### src/rtl/hazard_stall_ctrl.sv
// ID-stage hazard/stall controller: load-use bubbles, branch/jump IF flush, data-memory wait freeze.
// Optional HAZARD_STATS_EN adds saturating StallCount/FlushCount outputs.
module hazard_stall_ctrl #(
    parameter int unsigned REG_W      = 5,
    parameter int unsigned LU_BUBBLES = 1
) (
    input  logic             Clock,
    input  logic             Reset_n,
    input  logic [REG_W-1:0] ID_Rs,
    input  logic [REG_W-1:0] ID_Rt,
    input  logic             ID_UsesRt,
    input  logic             EX_MemRead,
    input  logic [REG_W-1:0] EX_Rt,
    input  logic             ID_BranchTaken,
    input  logic             ID_Jump,
    input  logic             MEM_Busy,
    output logic             PCWrite,
    output logic             IFDWrite,
    output logic             IF_Flush,
    output logic             ID_Flush,
    output logic             EXMWrite
`ifdef HAZARD_STATS_EN
    ,
    output logic [15:0]      StallCount,
    output logic [15:0]      FlushCount
`endif
);

    localparam int unsigned CNT_W = 3;
    localparam logic [CNT_W-1:0] LU_RELOAD = CNT_W'(LU_BUBBLES - 1);

    typedef enum logic [1:0] {
        ST_RUN      = 2'd0,
        ST_BUBBLE   = 2'd1,
        ST_MEM_WAIT = 2'd2
    } state_t;

    state_t           r_state;
    state_t           w_state_nxt;
    logic [CNT_W-1:0] r_cnt;
    logic [CNT_W-1:0] w_cnt_nxt;

    logic w_lu_hazard;
    logic w_redirect;
    logic w_pc_write;
    logic w_ifd_write;
    logic w_if_flush;
    logic w_id_flush;
    logic w_exm_write;

    // Register 0 is hard-wired, so a load targeting it never creates a dependency
    assign w_lu_hazard = EX_MemRead && (EX_Rt != '0) &&
                         ((EX_Rt == ID_Rs) || (ID_UsesRt && (EX_Rt == ID_Rt)));
    assign w_redirect  = ID_BranchTaken || ID_Jump;

    always_ff @(posedge Clock or negedge Reset_n) begin
        if (!Reset_n) begin
            r_state <= ST_RUN;
            r_cnt   <= '0;
        end else begin
            r_state <= w_state_nxt;
            r_cnt   <= w_cnt_nxt;
        end
    end

    // Priority: memory wait freezes everything, then bubbles, then redirect flush
    always_comb begin
        w_state_nxt = r_state;
        w_cnt_nxt   = r_cnt;
        w_pc_write  = 1'b1;
        w_ifd_write = 1'b1;
        w_if_flush  = 1'b0;
        w_id_flush  = 1'b0;
        w_exm_write = 1'b1;

        if (MEM_Busy) begin
            w_pc_write  = 1'b0;
            w_ifd_write = 1'b0;
            w_exm_write = 1'b0;
            w_state_nxt = ST_MEM_WAIT;
        end else begin
            case (r_state)
                ST_RUN: begin
                    if (w_lu_hazard) begin
                        w_pc_write  = 1'b0;
                        w_ifd_write = 1'b0;
                        w_id_flush  = 1'b1;
                        if (LU_BUBBLES > 1) begin
                            w_state_nxt = ST_BUBBLE;
                            w_cnt_nxt   = LU_RELOAD;
                        end
                    end else if (w_redirect) begin
                        w_if_flush = 1'b1;
                    end
                end
                ST_BUBBLE: begin
                    w_pc_write  = 1'b0;
                    w_ifd_write = 1'b0;
                    w_id_flush  = 1'b1;
                    if (r_cnt <= CNT_W'(1)) begin
                        w_cnt_nxt   = '0;
                        w_state_nxt = ST_RUN;
                    end else begin
                        w_cnt_nxt = r_cnt - CNT_W'(1);
                    end
                end
                ST_MEM_WAIT: begin
                    w_state_nxt = (r_cnt != '0) ? ST_BUBBLE : ST_RUN;
                end
                default: begin
                    w_state_nxt = ST_RUN;
                    w_cnt_nxt   = '0;
                end
            endcase
        end

        // While held in reset the pipe is frozen and both stage registers are flushed
        if (!Reset_n) begin
            w_pc_write  = 1'b0;
            w_ifd_write = 1'b0;
            w_if_flush  = 1'b1;
            w_id_flush  = 1'b1;
            w_exm_write = 1'b0;
        end
    end

    assign PCWrite  = w_pc_write;
    assign IFDWrite = w_ifd_write;
    assign IF_Flush = w_if_flush;
    assign ID_Flush = w_id_flush;
    assign EXMWrite = w_exm_write;

`ifdef HAZARD_STATS_EN
    logic [15:0] r_stall_cnt;
    logic [15:0] r_flush_cnt;

    // Saturating event counters for performance monitoring
    always_ff @(posedge Clock or negedge Reset_n) begin
        if (!Reset_n) begin
            r_stall_cnt <= '0;
            r_flush_cnt <= '0;
        end else begin
            if (!w_pc_write && (r_stall_cnt != 16'hFFFF)) begin
                r_stall_cnt <= r_stall_cnt + 16'd1;
            end
            if (w_if_flush && (r_flush_cnt != 16'hFFFF)) begin
                r_flush_cnt <= r_flush_cnt + 16'd1;
            end
        end
    end

    assign StallCount = r_stall_cnt;
    assign FlushCount = r_flush_cnt;
`endif

endmodule
### config.mk
export PLATFORM = sky130hd
export DESIGN_NAME = hazard_stall_ctrl
export DESIGN_NICKNAME = d
export VERILOG_FILES = /design/src/rtl/hazard_stall_ctrl.sv
export SDC_FILE = /design/constraint.sdc
export NUM_CORES = 1
export LEC_CHECK = 0
export CORE_AREA = 2 2 39 41
export CTS_BUF_LIST = sky130_fd_sc_hd__clkbuf_4
export CTS_CLUSTER_DIAMETER = 60
export CTS_CLUSTER_SIZE = 25
export DETAILED_ROUTE_END_ITERATION = 10
export DIE_AREA = 0 0 41 43
export PLACE_DENSITY = 0.75
export SLEW_MARGIN = 20
export SYNTH_ARGS = -nofsm -noshare
export SYNTH_HDL_FRONTEND = slang
export SYNTH_SLANG_ARGS = --single-unit
export TNS_END_PERCENT = 50
### constraint.sdc
create_clock -name Clock -period 2.34 [get_ports Clock]
set_input_delay 0.468 -clock Clock [delete_from_list [all_inputs] [get_ports Clock]]
set_output_delay 0.468 -clock Clock [all_outputs]
set_load 0.02 [all_outputs]
# Yosys cells after proc, flatten, opt, wreduce, memory -nomap -nowiden
# Cells that the tools add are included.
[classes]
reduce_logical = 11
magnitude_cmp = 1
n_bitwise = 2
mux = 21
n_addsub = 1
eq_ne = 6
[ops]
columns = ["cell", "count"]
rows = [
  ["$mux W1", 14],
  ["$eq A5 B5 Y1", 2],
  ["$pmux W2 S3", 1],
  ["$pmux W3 S2", 1],
  ["$reduce_bool A5 Y1", 1],
  ["$mux W2", 2],
  ["$pmux W1 S2", 2],
  ["$reduce_and A2 Y1", 2],
  ["$le A3 B1 Y1 const B", 1],
  ["$logic_and A1 B1 Y1", 3],
  ["$mux W3", 1],
  ["$ne A3 B3 Y1 const B", 1],
  ["$reduce_bool A3 Y1", 1],
  ["$sub A3 B1 Y3 const B", 1],
  ["$eq A2 B1 Y1 const B", 1],
  ["$eq A2 B2 Y1 const B", 1],
  ["$logic_not A2 Y1", 1],
  ["$logic_or A1 B1 Y1", 2],
  ["$ne A2 B2 Y1 const B", 1],
  ["$not A1 Y1", 2],
  ["$reduce_or A2 Y1", 1],
]
[word_totals]
out_inout_bits = 5
in_bits = 22
regBits = 5
elab_cells = 44

# Longest topological paths before layout
[depth]
word_depth = 8
depth_mapped = 6
depth_no_buf = 6

# Least setup slack after synthesis
# No wires, ideal clock.
[synth_path]
path_type = "input -> output"
start = "input EX_Rt[4]"
end = "output PCWrite"
n_path_buf = 1
setup_slack_ns = 0.207
stages = 5
t_arrival_ns = 1.665
required_time_ns = 1.872
cell_sequence = "xor2_1 -> nor4_2 -> a32oi_1 -> o311a_1 -> buf_4"
[synth_between]
elab_chain_cells = 8
word_cells_on_any_way = 11
classes_between = "eq/ne: 2; mux: 4; reduce/logical: 5"
[synth_rtl]
columns = ["element", "line_no", "source"]
rows = [
  ["start, declared", "13", "input logic [REG_W-1:0] EX_Rt,"],
  ["$eq A5 B5 Y1", "53", "((EX_Rt == ID_Rs) || (ID_UsesRt && (EX_Rt == ID_Rt)));"],
  ["$logic_and A1 B1 Y1", "53", ""],
  ["$logic_or A1 B1 Y1", "53", ""],
  ["$logic_and A1 B1 Y1 (*)", "52", "assign w_lu_hazard = EX_MemRead && (EX_Rt != '0) &&"],
  ["$mux W1 (*)", "-", ""],
  ["$pmux W1 S2 (*)", "-", ""],
  ["$mux W1 (*) (2 in series)", "-", ""],
  ["end, declared", "17", "output logic PCWrite,"],
]
# Every way passes the cells marked *; elsewhere a longest branch is shown, timed or not.

# Worst setup path after layout
[layout_path]
start = "input ID_Rs[4]"
end = "output ID_Flush"
[layout_between]
elab_chain_cells = 7
[layout_rtl]
columns = ["element", "line_no", "source"]
rows = [
  ["start, declared", "9", "input logic [REG_W-1:0] ID_Rs,"],
  ["$eq A5 B5 Y1", "53", ""],
  ["$logic_or A1 B1 Y1", "53", ""],
  ["$logic_and A1 B1 Y1", "52", ""],
  ["$mux W1", "84", "if (w_lu_hazard) begin"],
  ["$pmux W1 S2", "82", "case (r_state)"],
  ["$mux W1", "76", "if (MEM_Busy) begin"],
  ["$mux W1", "118", "if (!Reset_n) begin"],
  ["end, declared", "20", "output logic ID_Flush,"],
]
# No other way between the ends.

==> impl_results.md <==
- Status: finished, final reports clean
- Final Wtd Congestion: 0.6525
- Hold-fix buffers, CTS: 0
- Ys Warns: 0
- Period utilisation layout: 97.04%
- Initial cell density of the core: 33.82%
- Slew of the pin with the lowest slew margin: 322.9 ps
- CTS tree: yes
- Slew HR: 78.43%
- Synth cell types: 26
- Fin Clk Skew: 3.131 ps
- Yosys top cell area share: 26.74%
- Syn Nets: 75
- Synthesized flop and latch total: 5
- Synth Area per Inst: 9.359 sq um
- Design area: 838.3 sq um
- Met3 usage: 2.094%
- WP data required: 1870 ps
- CTS root buffer: clkbuf_4
- Fill cells: 146
- Die Width: 41 um
- Placed Area: 797.0 sq um
- Die span in y: 43 um
- IO buf count: 26
- CP Cell Sequence: clkdlybuf4s50_1 > xor2_1 > nor3_2 > a32oi_2 > o41ai_2 > buf_4
- Synth area leader: dfrtp_1
- Core area: 1384 sq um
- Minimum clock period: 2271 ps
- CP max FO: 3
- Inserted Clock Buffers: 3
- Drt pass-1 iters: 2
- Family with the most delay on the worst path: buffers and inverters
- Met2 Use GR: 31.56%
- Seq/Total Area, Yosys: 26.74%
- Post-synth EDFFs: 0
- GRT busiest layer: met2
- Vias per std cell: 4.931
- Layout area overhead: 79.14%
- Critical path's slowest cell: clkdlybuf4s50_1
- Die Footprint: 1763 sq um
- Antenna-violating nets left: 0
- IO Count: 27
- # nets final: 112
- Mapped Area: 467.9 sq um
- Pwr Total: 431.2 uW
- Post-CTS Setup Repair Bufs: 0
- Worst-Skew Late Latency: 240 ps
- Setup CP Type: input pin to output port
- Achievable frequency: 0.4404 GHz
- Count of final hold-check violations: 0
- Ys flop type: dfrtp_1
- Total number of vias: 503
- Worst vdd ir: 0.1859 mV
- Dpl hpwl: 1099 um
- Initial DRC count: 1
- Gate Count Post-Synth: 50
- Vias in the first global route: 540
- Largest net degree at the start of global routing: 7
- First-pass GRT wire length: 1945 um
- Synth cell count leaders: xor2_1, dfrtp_1, o21ai_0
- Met1 Use GR: 14.33%
- Critical Path AT: 1800 ps
- Post-Place Setup Slack: -636.3 ps
- # diodes: 0
- CP bufs+invs: 2
- Final Routed Wirelength: 1281 um
- Slew Limit Fails: 0
- Remaining global-route overflow: 0
- GRT Total Usage: 16.22%
- Worst setup margin: 69.35 ps
- Leak Pwr: 0.3819 nW
- Crit start category: input pin
- Final core utilization: 60.58%
- RSZ-0062 raised after global routing: no
- Post-DR wirelength/cell: 12.56 um
- Power Dens Cells: 514.4 nW/um^2
- Row count: 14
- Layout cells sized above 1: 32.56%
- DRC viols: 0
- Synth top area cells: dfrtp_1, xor2_1, ha_1, o21ai_0, o41ai_2
- Clock transition at the registers of the reported paths: 50 ps
- Asr flop ratio synth: 100.0%
- Setup Viol. Count Final: 0
- CP peak stage delay: 410 ps
- Hold crit path type: input pin to asynchronous set/reset pin
- Initial antenna violation count: 0
- H-tree depth: 1
- Clock Path Buffers: 2
- Critical Path End Type: output port
- Maxcap violations: 0
- Most common cell in the netlist: xor2_1
- Clk sink count: 5
-- layer usage --
metal	up-vias	part of all wire (%)	routed length [um]
met5	-	0	0
met4	0	0	0
met3	0	7.2	92
li1	249	-	-
met2	20	60	764
met1	234	33	424
-- logic make-up (layout without fill, tap and decap cells) --
| kind of cell | after synthesis | in the layout | synth area share (%) |
|---|---|---|---|
| AO/OA/AOI/OAI | 15 | 15 | 25.40 |
| AND/OR/NAND/NOR | 12 | 12 | 16.31 |
| XOR/XNOR | 10 | 10 | 18.72 |
| flip-flops | 5 | 5 | 26.74 |
| buffers and inverters | 5 | 41 | 4.812 |
| adder cells (fa/ha/maj) | 3 | 3 | 8.022 |
-- placed cells by master (no fill, tap or decap) --
cell	instances
nor2b_1	1
dfrtp_1	5
o41ai_2	1
a32oi_2	1
nor4_2	1
a21oi_1	2
o32ai_1	1
o2bb2ai_1	1
o311a_1	1
ha_1	3
nor2_1	3
xnor2_1	1
buf_2	3
clkdlybuf4s15_1	2
o21ba_2	1
o21bai_1	1
o21ai_4	1
clkdlybuf4s50_1	11
buf_6	3
nor3_2	1
buf_4	8
clkbuf_4	4
dlygate4sd2_1	5
clkbuf_2	1
nand2b_1	2
dlymetal6s2s_1	1
or4_4	1
xor2_1	8
or3_1	1
o31a_2	1
inv_1	3
xor2_2	1
o21ai_0	4
nand3b_1	2
-- power breakdown --
| group | total [mW] | internal (mW) | switching [mW] | leakage, nW |
|---|---|---|---|---|
| Clock | 0.114 | 0.0762 | 0.0377 | 0.0184 |
| Sequential | 0.125 | 0.106 | 0.0190 | 0.0661 |
| Combinational | 0.192 | 0.103 | 0.0898 | 0.297 |
-- stage by stage --
step / TNS (ps) / std cells / hold WS [ps]
after floorplan: 0 / 50 / 172.4
after global placement: -2341 / 98 / 510.9
after detailed placement: -2443 / 98 / 576.1
after CTS: 0 / 102 / 530.7
after global routing: 0 / 102 / 539.3
final: 0 / 102 / 534.9
-- area by class of cell --
class,count,area (sq um),share of cell area (%)
flip-flops and latches,5,125.1,14.93
multi-input cells,40,351.6,41.94
clock buffers,4,30.03,3.582
repair buffers,34,300.3,35.82
well taps,16,20.02,2.388
inverters,3,11.26,1.343
-- path summary, 6_finish.rpt --
check                              start          to  slack (ps)  cells past startpoint
worst max-delay path            ID_Rs[4]    ID_Flush          70                      6
min in group Clock              r_cnt[2]    r_cnt[2]         570                      1
worst min-delay path             Reset_n  r_state[0]         530                      2
max in group asynchronous        Reset_n    r_cnt[1]        1690                      2
worst min register to register  r_cnt[2]    r_cnt[2]         570                      1
worst max register to register  r_cnt[1]    r_cnt[2]         840                      6
-- sequential cells by signal (all words and copies together), names as in the netlist --
name     count
r_cnt        3
r_state      2
-- repair_timing --
item                                    4_1_cts  5_1_grt
gates resized for setup                      42        7
cloned                                        0        0
endpoints found under the setup margin        5        4
pin swaps                                    10        6
hold endpoints to repair                      0        0
Note: power is estimated with default switching activity, not from simulation.
